==> config.mk <==
export PLATFORM = sky130hd
export DESIGN_NAME = uart_rx
export DESIGN_NICKNAME = d
export VERILOG_FILES = /design/src/rtl/uart_pkg.sv /design/src/rtl/uart_sync.sv /design/src/rtl/uart_rx.sv
export SDC_FILE = /design/constraint.sdc
export NUM_CORES = 1
export LEC_CHECK = 0
export BUFFER_PORTS_ARGS = -buffer_cell sky130_fd_sc_hd__buf_2
export CAP_MARGIN = 20
export CORE_ASPECT_RATIO = 0.5
export CORE_UTILIZATION = 40
export DETAILED_ROUTE_END_ITERATION = 10
export HOLD_SLACK_MARGIN = 0.05
export PLACE_DENSITY_LB_ADDON = 0.3
export SLEW_MARGIN = 25
export SYNTH_ARGS = -nofsm -noshare
export SYNTH_HDL_FRONTEND = slang
export SYNTH_SLANG_ARGS = --single-unit
==> constraint.sdc <==
create_clock -name clk -period 2.8 [get_ports clk]
set_input_delay 0.56 -clock clk [delete_from_list [all_inputs] [get_ports clk]]
set_output_delay 0.56 -clock clk [all_outputs]
set_load 0.03 [all_outputs]
==> src/rtl/uart_pkg.sv <==
// uart_pkg: shared types and helpers for the UART receiver.
// Optional parity support is enabled with the macro UART_RX_PARITY_EN.
package uart_pkg;

   localparam int UART_DEFAULT_DATA_WIDTH = 8;

   typedef enum logic [2:0] {
      IDLE   = 3'd0,
      START  = 3'd1,
      DATA   = 3'd2,
      STOP   = 3'd3
`ifdef UART_RX_PARITY_EN
      ,
      PARITY = 3'd4
`endif
   } uart_rx_state_e;

   // Majority of three samples; one disturbed sample cannot flip the vote.
   function automatic logic majority3(input logic a, input logic b, input logic c);
      return (a & b) | (a & c) | (b & c);
   endfunction

endpackage

==> src/rtl/uart_sync.sv <==
// uart_sync: multi-flop synchronizer for an asynchronous single-bit input.
// Flops reset to RESET_VAL so an idle-high line does not look like an edge.
module uart_sync #(
   parameter int   STAGES    = 2,
   parameter logic RESET_VAL = 1'b1
) (
   input  logic clk,
   input  logic rst,
   input  logic d,
   output logic q
);

   logic [STAGES-1:0] sync_q;

   // Shift the asynchronous input through the synchronizer chain.
   always_ff @(posedge clk or posedge rst) begin
      if (rst) begin
         sync_q <= {STAGES{RESET_VAL}};
      end else begin
         sync_q <= {sync_q[STAGES-2:0], d};
      end
   end

   assign q = sync_q[STAGES-1];

endmodule

==> src/rtl/uart_rx.sv <==
// uart_rx: UART receiver. Majority-votes three mid-bit samples, deserializes
// LSB first and hands bytes out through a single-entry valid/ready register.
// Define UART_RX_PARITY_EN to add a parity bit (cfg_parity_odd/rx_parity_err).
module uart_rx
   import uart_pkg::*;
#(
   parameter int DATA_WIDTH  = UART_DEFAULT_DATA_WIDTH,
   parameter int SYNC_STAGES = 2
) (
   input  logic                  clk,
   input  logic                  rst,
   input  logic                  rx,
   input  logic                  baud_sample_6th,
   input  logic                  baud_sample_8th,
   input  logic                  baud_sample_10th,
   input  logic                  baud_sample_16th,
   output logic                  baud_clear,
   output logic [DATA_WIDTH-1:0] rx_data,
   output logic                  rx_valid,
   input  logic                  rx_ready,
   output logic                  rx_frame_err,
`ifdef UART_RX_PARITY_EN
   input  logic                  cfg_parity_odd,
   output logic                  rx_parity_err,
`endif
   output logic                  rx_overrun
);

   localparam int CNT_W = $clog2(DATA_WIDTH);

   uart_rx_state_e        state;
   uart_rx_state_e        next_state;
   logic                  rxs;
   logic                  rxs_prev;
   logic                  s6;
   logic                  s8;
   logic                  vote;
   logic                  fall;
   logic                  last_bit;
   logic [CNT_W-1:0]      bit_cnt;
   logic [DATA_WIDTH-1:0] shift_reg;
   logic                  stop_eval;
   logic                  stop_good;
   logic                  load_byte;
   logic                  drop_byte;
   logic                  accept;
`ifdef UART_RX_PARITY_EN
   logic                  parity_bad;
`endif

   uart_sync #(
      .STAGES    (SYNC_STAGES),
      .RESET_VAL (1'b1)
   ) u_sync (
      .clk (clk),
      .rst (rst),
      .d   (rx),
      .q   (rxs)
   );

   assign fall     = rxs_prev & ~rxs;
   assign vote     = majority3(s6, s8, rxs);
   assign last_bit = (bit_cnt == CNT_W'(DATA_WIDTH - 1));
   assign accept   = rx_valid & rx_ready;

   // State register.
   always_ff @(posedge clk or posedge rst) begin
      if (rst) begin
         state <= IDLE;
      end else begin
         state <= next_state;
      end
   end

   // Next-state logic; each state reacts only to its own sample ticks.
   always_comb begin
      next_state = state;
      case (state)
         IDLE: begin
            if (fall) next_state = START;
            else      next_state = IDLE;
         end
         START: begin
            if (baud_sample_10th && vote) next_state = IDLE;
            else if (baud_sample_16th)    next_state = DATA;
            else                          next_state = START;
         end
         DATA: begin
            if (baud_sample_16th && last_bit) begin
`ifdef UART_RX_PARITY_EN
               next_state = PARITY;
`else
               next_state = STOP;
`endif
            end else begin
               next_state = DATA;
            end
         end
`ifdef UART_RX_PARITY_EN
         PARITY: begin
            if (baud_sample_16th) next_state = STOP;
            else                  next_state = PARITY;
         end
`endif
         STOP: begin
            // Leave at the 10th tick to keep margin for the next start edge.
            if (baud_sample_10th) next_state = IDLE;
            else                  next_state = STOP;
         end
         default: next_state = IDLE;
      endcase
   end

   // Output/decision decode from the current state and ticks.
   always_comb begin
      baud_clear = 1'b0;
      stop_eval  = 1'b0;
      if (state == IDLE) begin
         baud_clear = fall;
      end else if (state == STOP) begin
         stop_eval = baud_sample_10th;
      end else begin
         baud_clear = 1'b0;
         stop_eval  = 1'b0;
      end
   end

`ifdef UART_RX_PARITY_EN
   assign stop_good = stop_eval & vote & ~parity_bad;
`else
   assign stop_good = stop_eval & vote;
`endif
   assign load_byte = stop_good & (~rx_valid | rx_ready);
   assign drop_byte = stop_good & rx_valid & ~rx_ready;

   // Edge tracker and mid-bit sample capture.
   always_ff @(posedge clk or posedge rst) begin
      if (rst) begin
         rxs_prev <= 1'b1;
         s6       <= 1'b1;
         s8       <= 1'b1;
      end else begin
         rxs_prev <= rxs;
         if (baud_sample_6th) s6 <= rxs;
         if (baud_sample_8th) s8 <= rxs;
      end
   end

   // Bit counter and LSB-first deserializer.
   always_ff @(posedge clk or posedge rst) begin
      if (rst) begin
         bit_cnt   <= '0;
         shift_reg <= '0;
      end else begin
         if (state == START && baud_sample_16th) begin
            bit_cnt <= '0;
         end else if (state == DATA && baud_sample_16th && !last_bit) begin
            bit_cnt <= bit_cnt + CNT_W'(1);
         end else begin
            bit_cnt <= bit_cnt;
         end
         if (state == DATA && baud_sample_10th) begin
            shift_reg[bit_cnt] <= vote;
         end
      end
   end

`ifdef UART_RX_PARITY_EN
   // Parity check: expected bit is the data XOR, inverted for odd parity.
   always_ff @(posedge clk or posedge rst) begin
      if (rst) begin
         parity_bad <= 1'b0;
      end else if (state == PARITY && baud_sample_10th) begin
         parity_bad <= vote ^ (^shift_reg) ^ cfg_parity_odd;
      end else begin
         parity_bad <= parity_bad;
      end
   end

   // Parity error pulse, suppressed by a framing error.
   always_ff @(posedge clk or posedge rst) begin
      if (rst) begin
         rx_parity_err <= 1'b0;
      end else begin
         rx_parity_err <= stop_eval & vote & parity_bad;
      end
   end
`endif

   // Holding register with valid/ready handshake and error pulses.
   always_ff @(posedge clk or posedge rst) begin
      if (rst) begin
         rx_data      <= '0;
         rx_valid     <= 1'b0;
         rx_frame_err <= 1'b0;
         rx_overrun   <= 1'b0;
      end else begin
         rx_frame_err <= stop_eval & ~vote;
         rx_overrun   <= drop_byte;
         if (load_byte) begin
            rx_data  <= shift_reg;
            rx_valid <= 1'b1;
         end else if (accept) begin
            rx_valid <= 1'b0;
         end else begin
            rx_valid <= rx_valid;
         end
      end
   end

endmodule

=== Yosys cells after proc, flatten, opt, wreduce, memory -nomap -nowiden ===
Index checks and enable logic that the tools add are counted.

* Register bits after elaboration: 30
* Input port bits: 8
* Output and inout port bits: 12

* Add/subtract/negate cells: 1
* $lt $le $gt $ge: 2
* Eq/ne operators: 4
* Multiplexer cells: 16
* Bitwise operators: 17
* Reduce and logical (&&, ||, !) cells: 11

{| class="wikitable"
|+ Operators with widths
! operator !! number
|-
| 3-bit one-hot mux with 4 select lines || 1
|-
| 1-bit AND || 10
|-
| 8-bit bitwise mux || 1
|-
| 1-bit two-way mux || 8
|-
| 1-bit logical AND || 7
|-
| 3-bit by 2-bit == test with 1-bit output, second input constant || 2
|-
| 2-bit two-way mux || 3
|-
| 3-bit two-way mux || 2
|-
| 3-bit by 4-bit less-than comparator with 1-bit output, second input constant || 1
|-
| 1-bit inverter || 4
|-
| 2-bit nonzero test || 2
|-
| 3-bit by 1-bit adder with 3-bit output, second input constant || 1
|-
| 1-bit demux with 3-bit select || 1
|-
| 3-bit by 1-bit == test with 1-bit output, second input constant || 1
|-
| 3-bit == test, second input constant || 1
|-
| 3-bit by 1-bit >= comparator with 1-bit output, second input constant || 1
|-
| 3-bit logical NOT || 1
|-
| 1-bit OR || 3
|-
| 1-bit logical NOT || 1
|}

=== Depth between registers and ports, before layout ===
* Depth after elaboration: 6
* Mapped depth: 5
* Gate-level depth less buffers: 5

=== Cells and area by module ===
From an unflattened synthesis, not the netlist that was laid out.

* Cell total of the unflattened synthesis: 96
* Area, all modules: 1293.7 um^2

{| class="wikitable"
|+ Modules (own cells, without submodules)
! module !! times used !! cells each !! area an instance (um^2) !! sequential area each (um^2)
|-
| uart_rx || 1 || 93 || 1237.4 || 679.4
|-
| uart_sync || 1 || 3 || 56.3 || 52.6
|}

=== Worst setup path before layout ===
No wires, ideal clock.

* Kind: reg2out
* From: register state[1]
* To: output port baud_clear
* Arrival time: 1.637 ns
* Required time: 2.240 ns
* Path slack: 0.603 ns
* Cell stages (with the launch flop): 3
* Buffers on the path: 1
* Cell sequence: dfrtp_1 buf_4 nor4b_1

* Longest elaborated chain between the ends: 2

{| class="wikitable"
|+ Ends and longest elaborated chain
! element !! line !! source
|-
| from (decl) || uart_rx.sv:31 || <nowiki>uart_rx_state_e state;</nowiki>
|-
| from (signal assigned) || uart_rx.sv:71 || <nowiki>state <= next_state;</nowiki>
|-
| 3-bit logical NOT || uart_rx.sv:118 || <nowiki>if (state == IDLE) begin</nowiki>
|-
| 1-bit two-way mux || uart_rx.sv:118 ||
|-
| to (decl) || uart_rx.sv:17 || <nowiki>output logic baud_clear,</nowiki>
|}

No other way between the ends.

=== Final worst setup path ===
Ends and elaborated chain as after synthesis.

==> metrics list <==
- The clock reaches the later pin of the worst-skew pair after 0.28 ns.
* Ordered cell list for the critical path: nor4b_1 > buf_2
- Port Buf Inserts: 19
- The critical path ends at baud_clear.
- Post-route DRC violation count: 0
- In this run the worst path has a maximum fanout of 9.
* RSZ-0062 raised after global routing: no
- STA classifies the critical path endpoint as an output pin.
- Highest clock rate: 511 MHz
- Combinational logic is responsible for 29.4% of the overall power.
- Instance count of the mapped netlist: 92
- For this run, asynchronously set or reset flops after synthesis account for 100%.
- The path class of the tightest hold or removal check is in -> async.
* Startpoint of the most critical register-to-register path: u_sync.sync_q[1]
- The clock drives 29 sinks.
- Detailed-router iteration count before antenna repair: 4
* Arrival time of the worst setup path: 1.40 ns
* Routed wire per std cell: 13.0 microns
- After layout, the worst setup slack is 0.842 ns.
- Worst setup path startpoint: state[1]
- Slew of the pin with the lowest slew margin: 0.357 ns
- Combined global-route utilization of all metal layers: 14.5%
- Rel. slew slack: 76.2%
- Cell internal power was estimated by the tool at 958 uW.
- Leading cell type in the layout, fill and taps excluded: sky130_fd_sc_hd__dfrtp_1
- Hold repair after CTS inserted 0 buffers.
* Clock slew seen by the registers of the worst setup and hold paths: 0.06 ns
* Depth of the CTS H-tree: 2
- The endpoint identified for the worst register-to-register timing path is rx_data[5].
- Once the clock tree was built, the resizer swapped 0 gates to a different size.
* Count of nets after finishing: 124
- Horizontal die dimension: 81.8 microns
- In this run the cell area of the synthesized design comes to 0.00127 sq mm.
* Worst Path Class, Setup: reg -> out
- Number of different library cells in the post-synthesis netlist: 31
* Seq pwr share: 47.2%
* Number of global-route vias before repair: 728
- From synthesis to final layout, the design area changed by 16.2%.
* Post-synthesis net count: 102
- For the worst setup path, the data required time is 2.24 ns.
* Number of buffers added by the clock tree synthesis step: 5
- Routability cong.: 0.713
- Number of pins with negative max-slew slack in the final report: 0
* Setup TNS after final layout: 0 ns
- Run status: finished, final reports clean
* CP Depth: 2
- The clock passes through at most 2 buffers.
* Remaining antenna violation count after routing: 0
- Counting the fill cells in the layout gives 280.
- Total die area: 0.00343 sq mm
- The final-report hold violation count was 0.
- Net switching is 34.5% of the power.
* Congestion Overflow GR: 0
- The number of setup buffers added after CTS is 0.
- The Yosys step of the flow raised 0 warnings.
* Max VDD drop: 0.320 mV
- Global-route wire length before repair: 3.55 mm
- Top-level port count: 20
* Top_reg_cell synth: sky130_fd_sc_hd__dfrtp_1
* Worst Reg-to-Reg Cells: 3
- For this design the total switching power over the nets is 505 uW.
* Detailed Route WL: 2.02 mm
- Setup violations remaining at the end of the flow were counted as 0.
* Worst-path cell with the longest stage delay: sky130_fd_sc_hd__dfrtp_1
* Number of enable-type register cells in the synthesized netlist: 0
- The worst setup path is launched from a register.
* Worst clock skew: 0.00622 ns
* Via-to-Cell Ratio: 4.81
- For this design the static power due to leakage is 0.718 nW.
* Share of the cycle needed by the critical path after routing: 69.9%
- After synthesis the netlist holds a flip-flop and latch count of 29.
- Share of final-layout standard cells stronger than drive strength 1: 47.0%
- Power density of the placed cells: 988 mW/mm^2
- Crit-path leading delay family: flip-flops
* Most frequent cells in the layout: sky130_fd_sc_hd__dfrtp_1 (24), sky130_fd_sc_hd__buf_2 (19), sky130_fd_sc_hd__mux2_2 (18)
* Overall via count from detail_route: 745
- Across the run, the number of max-cap violations was 0.
- The worst register-to-register path has a setup slack of 1.27 ns.
- HPWL Detailed: 1.40 mm
- For this block, the initial DRC count from the detailed router was 75.
* Ant. Diodes: 0
- Worst path buffer plus inverter count: 1
* Number of antenna violations at the first check in global routing: 0
- Sequential cells were found to cover 57.4% of the synthesized design area.
- Before CTS, the worst setup slack after placement is 1.13 ns.
* Count of standard-cell rows: 14
- Of the total power, the clock network draws 23.5%.
- Dividing the synthesized area by the synthesized cell count gives 13.9 sq um.
- Clock tree from TritonCTS: done
* Pin count of the biggest net entering global routing: 30
- Die extent in y: 41.9 microns
* Core region area: 0.00301 sq mm
- Total power after layout: 1.46 mW
* Root buffer cell: sky130_fd_sc_hd__clkbuf_8
- The clock period could shrink to 1.96 ns.
- The largest single stage delay on the critical path is 0.48 ns.
- Initial core utilization: 42.3%
[synthesized netlist by cell type, types with 2 or more instances]
| master | count | area, sq um |
|---|---|---|
| sky130_fd_sc_hd__buf_4 | 2 | 15.0 |
| sky130_fd_sc_hd__ha_1 | 2 | 25.0 |
| sky130_fd_sc_hd__a21oi_1 | 3 | 15.0 |
| sky130_fd_sc_hd__mux2_2 | 18 | 203 |
| sky130_fd_sc_hd__nor2_1 | 3 | 11.3 |
| sky130_fd_sc_hd__dfstp_2 | 5 | 131 |
| sky130_fd_sc_hd__nand2_1 | 5 | 18.8 |
| sky130_fd_sc_hd__buf_2 | 2 | 10.0 |
| sky130_fd_sc_hd__nand3b_1 | 2 | 15.0 |
| sky130_fd_sc_hd__dfrtp_1 | 24 | 601 |
| sky130_fd_sc_hd__a22oi_1 | 2 | 15.0 |
| sky130_fd_sc_hd__nor3b_1 | 2 | 15.0 |
| sky130_fd_sc_hd__o2bb2ai_1 | 3 | 26.3 |
| sky130_fd_sc_hd__inv_1 | 2 | 7.51 |
[area by class of cell]
class                      instances  area [sq um]  area share [%]
clock buffer                       8          90.1            6.08
sequential                        29           732            49.4
multi-input combinational         56           499            33.7
timing repair buffer              20           103            6.93
inverter                           2          7.51           0.507
tap                               40          50.0            3.38
[how the worst min path moves through the flow]
stage                     startpoint                to  cells after the start
floorplan           u_sync.sync_q[0]  u_sync.sync_q[1]                      0
global placement    u_sync.sync_q[0]  u_sync.sync_q[1]                      0
detailed placement  u_sync.sync_q[0]  u_sync.sync_q[1]                      0
CTS                              rst        rx_data[2]                      3
global route                     rst        rx_data[2]                      3
finish                           rst        rx_data[2]                      3
[metrics by stage]
| stage | hold WS (ns) | util, % | instance area, sq um | std cells |
|---|---|---|---|---|
| after detailed placement | 0.347 | 46.2 | 1390 | 147 |
| after CTS | 0.341 | 49.2 | 1480 | 155 |
| after global placement | 0.346 | 46.2 | 1390 | 147 |
| final | 0.337 | 49.2 | 1480 | 155 |
| after global routing | 0.368 | 49.2 | 1480 | 155 |
| after floorplan | 0.345 | - | 1270 | 92 |
[worst register-to-register path, delay by kind of cell, from the launching register on]
family / cells / cell delay, ns
and+or+nand+nor: 1 / 0.19
muxes: 1 / 0.32
DFF: 1 / 0.56
adders and majority gates: 1 / 0.35
[kinds of logic (layout without fill, tap and decap cells)]
family / count (synthesis) / count (layout) / share of synthesized area, %
DFF: 29 / 29 / 57.4
and+or+nand+nor: 22 / 22 / 13.0
muxes: 19 / 19 / 16.7
AOI/OAI and AO/OA: 12 / 12 / 6.67
buffers and inverters: 7 / 30 / 3.43
adders and majority gates: 3 / 3 / 2.85
[power by group through the flow]
stage / Combinational, mW / Clock (mW) / Sequential, mW
after global placement: 0.430 / 0 / 0.687
after floorplan: 0.338 / 0 / 0.701
after CTS: 0.437 / 0.357 / 0.689
final: 0.430 / 0.343 / 0.690
after global routing: 0.465 / 0.379 / 0.718
after detailed placement: 0.435 / 0 / 0.695
[per-layer routing]
metal | wire length (microns) | GRT usage [%] | vias up
met4 | 14 | 6.32 | 0
li1 | - | - | 378
met5 | 0 | 0 | -
met3 | 83 | 5.27 | 2
met1 | 1060 | 20.9 | 352
met2 | 859 | 19.3 | 13
No activity file was read; power rests on OpenSTA's default activity.
